[config.mk]
export PLATFORM = sky130hd
export DESIGN_NAME = map_probe_arbiter
export DESIGN_NICKNAME = d
export VERILOG_FILES = /design/src/rtl/map_probe_pkg.sv /design/src/rtl/map_probe_rr_arbiter.sv /design/src/rtl/map_probe_arbiter.sv
export SDC_FILE = /design/constraint.sdc
export NUM_CORES = 1
export LEC_CHECK = 0
export CORE_ASPECT_RATIO = 0.6
export CORE_MARGIN = 2
export CORE_UTILIZATION = 38
export CTS_CLUSTER_SIZE = 20
export DETAILED_ROUTE_END_ITERATION = 10
export PLACE_DENSITY_LB_ADDON = 0.15
export SETUP_SLACK_MARGIN = 0.15
export SYNTH_ARGS = -nofsm -noshare
export SYNTH_HDL_FRONTEND = slang
export SYNTH_HIERARCHICAL = 1
export SYNTH_SLANG_ARGS = --single-unit
export TNS_END_PERCENT = 1
[constraint.sdc]
create_clock -name clk -period 5.1 [get_ports clk]
set_input_delay 1.02 -clock clk [delete_from_list [all_inputs] [get_ports clk]]
set_output_delay 1.02 -clock clk [all_outputs]
set_load 0.01 [all_outputs]
[src/rtl/map_probe_pkg.sv]
// Shared constants and types for the map BRAM probe arbiter: requester
// indices, coordinate/address widths, map geometry, out-of-map code,
// observational FSM encoding and the (x, y) -> linear address helper.
package map_probe_pkg;

  localparam int N_REQ      = 4;
  localparam int PROBE_P1_F = 0;
  localparam int PROBE_P1_R = 1;
  localparam int PROBE_P2_F = 2;
  localparam int PROBE_P2_R = 3;

  localparam int COORD_W    = 10;
  localparam int ADDR_W     = 17;

  localparam int MAP_WIDTH  = 320;
  localparam int MAP_HEIGHT = 240;

  localparam logic [3:0] OOB_CODE = 4'hF;

  typedef enum logic [1:0] {
    ST_IDLE  = 2'd0,
    ST_ISSUE = 2'd1,
    ST_STALL = 2'd2
  } state_t;

  // Row-major address for a 320-wide map: y*320 + x as y*256 + y*64 + x,
  // so no multiplier is needed.
  function automatic logic [ADDR_W-1:0] map_addr(input logic [COORD_W-1:0] x,
                                                 input logic [COORD_W-1:0] y);
    logic [ADDR_W-1:0] yw;
    logic [ADDR_W-1:0] xw;
    yw = {{(ADDR_W-COORD_W){1'b0}}, y};
    xw = {{(ADDR_W-COORD_W){1'b0}}, x};
    return (yw << 8) + (yw << 6) + xw;
  endfunction

endpackage

[src/rtl/map_probe_rr_arbiter.sv]
// N-way round-robin picker. The search begins one position after ptr and
// wraps; the first asserted request wins. Purely combinational; the pointer
// register is owned by the parent.
module rr_arbiter #(
  parameter int N     = 4,
  parameter int IDX_W = $clog2(N)
) (
  input  logic [N-1:0]     req,
  input  logic [IDX_W-1:0] ptr,
  input  logic             en,
  output logic [N-1:0]     gnt,
  output logic [IDX_W-1:0] idx,
  output logic             any
);

  logic [IDX_W-1:0] cand;

  // Scan candidates ptr+1 .. ptr+N (mod N) and take the first requester
  always_comb begin
    gnt  = '0;
    idx  = '0;
    any  = 1'b0;
    cand = '0;
    for (int k = 1; k <= N; k++) begin
      cand = IDX_W'((int'(ptr) + k) % N);
      if (en && !any && req[cand]) begin
        any       = 1'b1;
        idx       = cand;
        gnt[cand] = 1'b1;
      end
    end
  end

endmodule

[src/rtl/map_probe_arbiter.sv]
// Shares one map BRAM read port between the four collision probes.
// Round-robin grant, (x, y) -> address conversion, out-of-map bypass and a
// tag pipeline that returns each color index to its requester after
// 1+READ_LATENCY cycles, in grant order. Issue stalls while video owns
// the port; in-flight reads still complete.
// Optional statistics counters: define MAP_PROBE_STATS_EN.
module map_probe_arbiter #(
  parameter int         N_REQ        = map_probe_pkg::N_REQ,
  parameter int         MAP_WIDTH    = map_probe_pkg::MAP_WIDTH,
  parameter int         MAP_HEIGHT   = map_probe_pkg::MAP_HEIGHT,
  parameter int         READ_LATENCY = 2,
  parameter logic [3:0] OOB_CODE     = map_probe_pkg::OOB_CODE
) (
  input  logic                  clk,
  input  logic                  rst,
  input  logic [N_REQ-1:0]      req,
  input  logic [10*N_REQ-1:0]   req_x,
  input  logic [10*N_REQ-1:0]   req_y,
  output logic [N_REQ-1:0]      gnt,
  output logic [N_REQ-1:0]      rsp_valid,
  output logic [3:0]            rsp_code,
  input  logic                  video_busy,
  output logic                  mem_en,
  output logic [16:0]           mem_addr,
  input  logic [3:0]            mem_dout
`ifdef MAP_PROBE_STATS_EN
  ,
  output logic [15:0]           stall_cnt,
  output logic [16*N_REQ-1:0]   grant_cnt
`endif
);

  import map_probe_pkg::*;

  localparam int IDX_W = $clog2(N_REQ);

  logic [IDX_W-1:0]   ptr;
  logic [IDX_W-1:0]   win_idx;
  logic [N_REQ-1:0]   win_gnt;
  logic               win_any;
  logic [COORD_W-1:0] sel_x;
  logic [COORD_W-1:0] sel_y;
  logic               sel_oob;
  logic [ADDR_W-1:0]  sel_addr;

  state_t state;
  state_t state_next;

  logic               vld_p0;
  logic [IDX_W-1:0]   id_p0;
  logic               oob_p0;

  logic               vld_p1 [READ_LATENCY];
  logic [IDX_W-1:0]   id_p1  [READ_LATENCY];
  logic               oob_p1 [READ_LATENCY];

  rr_arbiter #(.N(N_REQ), .IDX_W(IDX_W)) u_rr_arbiter (
    .req (req),
    .ptr (ptr),
    .en  (!video_busy && !rst),
    .gnt (win_gnt),
    .idx (win_idx),
    .any (win_any)
  );

  assign gnt = win_gnt;

  // Route the winner's coordinates through a one-hot OR mux
  always_comb begin
    sel_x = '0;
    sel_y = '0;
    for (int i = 0; i < N_REQ; i++) begin
      if (win_gnt[i]) begin
        sel_x = sel_x | req_x[i*COORD_W +: COORD_W];
        sel_y = sel_y | req_y[i*COORD_W +: COORD_W];
      end
    end
  end

  assign sel_oob  = (int'(sel_x) >= MAP_WIDTH) || (int'(sel_y) >= MAP_HEIGHT);
  assign sel_addr = map_addr(sel_x, sel_y);

  // Pointer follows the last grant so the next search starts just after it
  always_ff @(posedge clk or posedge rst) begin
    if (rst) ptr <= IDX_W'(N_REQ - 1);
    else if (win_any) ptr <= win_idx;
  end

  // ---- stage p0: BRAM address/enable and matching tag ----
  // Out-of-map issues keep the port idle but still carry a tag
  always_ff @(posedge clk or posedge rst) begin
    if (rst) begin
      mem_en   <= 1'b0;
      mem_addr <= '0;
      vld_p0   <= 1'b0;
      id_p0    <= '0;
      oob_p0   <= 1'b0;
    end else begin
      mem_en <= win_any && !sel_oob;
      vld_p0 <= win_any;
      if (win_any) begin
        mem_addr <= sel_addr;
        id_p0    <= win_idx;
        oob_p0   <= sel_oob;
      end
    end
  end

  // ---- stage p1: tag delay line matching the BRAM read latency ----
  // Drains regardless of video_busy; reset discards everything in flight
  always_ff @(posedge clk or posedge rst) begin
    if (rst) begin
      for (int k = 0; k < READ_LATENCY; k++) begin
        vld_p1[k] <= 1'b0;
        id_p1[k]  <= '0;
        oob_p1[k] <= 1'b0;
      end
    end else begin
      vld_p1[0] <= vld_p0;
      id_p1[0]  <= id_p0;
      oob_p1[0] <= oob_p0;
      for (int k = 1; k < READ_LATENCY; k++) begin
        vld_p1[k] <= vld_p1[k-1];
        id_p1[k]  <= id_p1[k-1];
        oob_p1[k] <= oob_p1[k-1];
      end
    end
  end

  // Response decode: data lines up with the last tag stage
  always_comb begin
    rsp_valid = '0;
    rsp_code  = '0;
    if (vld_p1[READ_LATENCY-1]) begin
      rsp_valid[id_p1[READ_LATENCY-1]] = 1'b1;
      rsp_code = oob_p1[READ_LATENCY-1] ? OOB_CODE : mem_dout;
    end
  end

  // Observational FSM state register
  always_ff @(posedge clk or posedge rst) begin
    if (rst) state <= ST_IDLE;
    else     state <= state_next;
  end

  // Classify each cycle from request presence and port ownership;
  // an illegal encoding falls back to IDLE
  always_comb begin
    state_next = ST_IDLE;
    case (state)
      ST_IDLE, ST_ISSUE, ST_STALL: begin
        if (req != '0) state_next = video_busy ? ST_STALL : ST_ISSUE;
      end
      default: state_next = ST_IDLE;
    endcase
  end

`ifdef MAP_PROBE_STATS_EN
  function automatic logic [15:0] sat_inc(input logic [15:0] v);
    return (v == 16'hFFFF) ? v : v + 16'd1;
  endfunction

  logic lost_now;
  assign lost_now = win_any && ((req & ~win_gnt) != '0);

  // Saturating stall/lost-arbitration and per-requester grant counters
  always_ff @(posedge clk or posedge rst) begin
    if (rst) begin
      stall_cnt <= '0;
      grant_cnt <= '0;
    end else begin
      if (state_next == ST_STALL || lost_now) stall_cnt <= sat_inc(stall_cnt);
      for (int i = 0; i < N_REQ; i++) begin
        if (win_gnt[i]) grant_cnt[16*i +: 16] <= sat_inc(grant_cnt[16*i +: 16]);
      end
    end
  end
`endif

endmodule

==> results.json <==
{
  "status": "finished, final reports clean",
  "start_util_pct": 39.2,
  "cap_violations": 0,
  "drv_slew": 0,
  "synthMuxAreaShare_pct": 6.46,
  "yosysMostFrequentCell": "a22oi_1",
  "clock_latency_ps": 270,
  "synth_xor_area_share_pct": 2.34,
  "cp.arrival_ps": 5000,
  "die_w_um": 111,
  "rsz0062_at_grt": "false",
  "leakagePower_uw": 0.00209,
  "finalSetupViolations": 0,
  "dieHeight_um": 68.3,
  "cp-end-kind": "register",
  "wl_um": 8410,
  "r2r-end": "mem_addr[15]",
  "timing.hold.ws_ps": 345,
  "synth_top_family_by_area": "compound AO/OA/AOI/OAI gates",
  "dp_hpwl_um": 6420,
  "r2r_slack_ps": 430,
  "fin_crit_ps": 4850,
  "synth.area.top_cells": "dfrtp_1 29%, ha_1 12%, a22oi_1 11%",
  "synthTopCellsByCount": "38 x a22oi_1, 30 x dfrtp_1, 25 x ha_1, 20 x nand2_1, 16 x inv_1",
  "dpl-instance-area_um2": 4200,
  "drive_gt1_share_pct": 25.1,
  "synth_fa_ha_area_share_pct": 13.5,
  "syn_area_per_cell_um2": 9.44,
  "via_per_inst": 5.46,
  "synth_cell_types": 60,
  "ant_nets": 0,
  "final_area_um2": 4610,
  "finish.utilization_pct": 69.0,
  "cts_max_path_buffers": 2,
  "route.detailed.drc": 0,
  "synth_compound_area_share_pct": 28.7,
  "htree_levels": 2,
  "synth-edff-count": 0,
  "synth_ff_type": "dfrtp_1",
  "crit_fanout": 9,
  "core-area_um2": 6680,
  "nets": 560,
  "r2r_start": "ptr[0]",
  "startpoint": "video_busy",
  "drtPass1Iterations": 4,
  "ctsRootBufferMaster": "clkbuf_16",
  "power_density_nw_per_um2": 501,
  "numCtsBuffers": 5,
  "cts.clk_slew.worst_paths_ps": 50,
  "antenna_cells": 0,
  "ys_seq_elements": 32,
  "cts_sinks": 32,
  "synth-simple-area-share_pct": 13.1,
  "ir_drop_mv": 0.257,
  "syn-instance-count": 277,
  "grt_max_degree": 33,
  "port_buffers": 120,
  "syn_nets": 395,
  "fin_ws_ps": 253,
  "cts_tree": "built",
  "period_share_pct": 95.0,
  "grt_pass1_wl_um": 12400,
  "worstRegToRegCells": 16,
  "hold_class": "reg2reg",
  "critPathRequiredTime_ps": 5250,
  "rows": 23,
  "finalSetupTns_ps": 0,
  "grt_pass1_vias": 2602,
  "finalClockSkew_ps": 1.27,
  "routedWlPerCell_um": 15.9,
  "fillerInstances": 518,
  "hold_buffers": 0,
  "antenna_found_initial": 0,
  "synth_largest_area_cell": "dfrtp_1",
  "worstSetupEndpoint": "mem_addr[15]",
  "area_delta_synth_final_pct": 76.2,
  "relSlewSlack_pct": 52.3,
  "fp.dieArea_um2": 7590,
  "final_hold_viol_count": 0,
  "yosys_warnings": 6,
  "gp_congestion": 0.855,
  "io_pins": 121,
  "grt_overflow": 0,
  "worst_pin_slew_ps": 713,
  "synth.top_cell.area_share_pct": 28.7,
  "fmax_mhz": 206,
  "path_class": "in2reg",
  "drt_iter0_markers": 200,
  "yosysSeqAreaShare_pct": 30.7,
  "async_flop_share_pct": 100,
  "synthesis.area_um2": 2620,
  "start_kind": "primary input",
  "num_vias": 2894,
  "track_usage_pct": 20.4,
  "post-place-ws_ps": -334
}
-- critical path, stage by stage --
cell,delay [ps]
clkdlybuf4s50_1,410
nor2_2,140
nand2b_1,80
a2bb2oi_2,130
buf_4,170
o211a_4,260
a221o_2,450
a22oi_1,210
and2_4,170
inv_1,40
ha_1,270
ha_2,200
fa_2,370
a211oi_4,270
o21bai_2,130
a221oi_2,300
xnor2_1,120
mux2_2,270
-- worst min path at each step --
stage	cells past startpoint	slack, ps	startpoint	to
4_1_cts	0	350	oob_p1[1]	oob_p1[0]
3_5_place_dp	0	330	oob_p1[1]	oob_p1[0]
3_3_place_gp	0	330	vld_p1[1]	vld_p1[0]
5_1_grt	0	350	oob_p1[1]	oob_p1[0]
2_1_floorplan	0	330	id_p1[2]	id_p1[0]
6_report	0	350	oob_p1[1]	oob_p1[0]
-- final cells by class --
type	count	area [um^2]	share of cell area [%]
flip-flops and latches	32	803	17.4
clock buffers	6	129	2.80
inverters	16	60.1	1.30
well taps	87	109	2.36
multi-input cells	214	1840	39.8
repair buffers	173	1640	35.5
clock inverters	2	35.0	0.760
-- state kept, by name, summed over array words and instances, names as in the netlist --
name and cells:
ptr 2, oob_p1 2, mem_addr 17, id_p0 2
vld_p0 1, oob_p0 1, vld_p1 2, mem_en 1
id_p1 4
-- cells by family (layout without fill, tap and decap cells) --
group,count (synthesis),after routing
adders and majority gates,27,27
and+or+nand+nor,67,67
buffers and inverters,32,197
xor gates and xnor gates,7,7
AOI/OAI and AO/OA,99,99
muxes,13,14
DFF,32,32
-- what timing repair did --
action                                 4_1_cts  5_1_grt
pin swaps                                   10       18
setup endpoints to repair                    6        6
endpoints found under the hold margin        0        0
cloned                                       0        1
gates resized for setup                     17       26
setup buffers                                2        4
-- layer usage --
metal / vias up / track usage, % / wire length (um) / share of wire, %
met5: - / 0 / 0 / 0
met2: 136 / 31.7 / 3710 / 44
met4: 0 / 4.48 / 63 / 0.75
met3: 6 / 3.45 / 664 / 7.9
li1: 1383 / - / - / -
met1: 1369 / 30.1 / 3980 / 47
-- report_power, final --
group / internal, uW / switching [uW] / total [uW]
registers: 368 / 58.9 / 426
logic: 820 / 735 / 1560
clock network: 229 / 100 / 330
-- cell usage in the layout (no fill, tap or decap), types with 3 or more instances in the layout --
cell             Yosys  routed
nor2_1              14      12
a31oi_1              7       7
and3_1               3       3
o21a_1               4       4
buf_6                1       7
a21o_1               4       4
o21ai_0             11      10
nand2_1             20      19
inv_1               16      16
a21oi_1              5       4
a21oi_2              2       3
a221o_2              0       4
xnor2_1              5       5
clkdlybuf4s50_1      0     115
dfrtp_1             30      30
mux2_2               7       7
o31ai_1              4       3
dlymetal6s2s_1       0       5
nand4_1              3       3
clkbuf_16            0       5
a22oi_2              0       8
buf_4                0      46
ha_1                25      22
nand3_1              8       8
a22oi_1             38      30
-- per-stage QoR --
stage | cells | power (uW)
final | 530 | 2310
after global placement | 515 | 1800
after detailed placement | 515 | 1830
after floorplan | 277 | 1180
after CTS | 525 | 2210
after global routing | 530 | 2490
No activity file was read; power rests on OpenSTA's default activity.
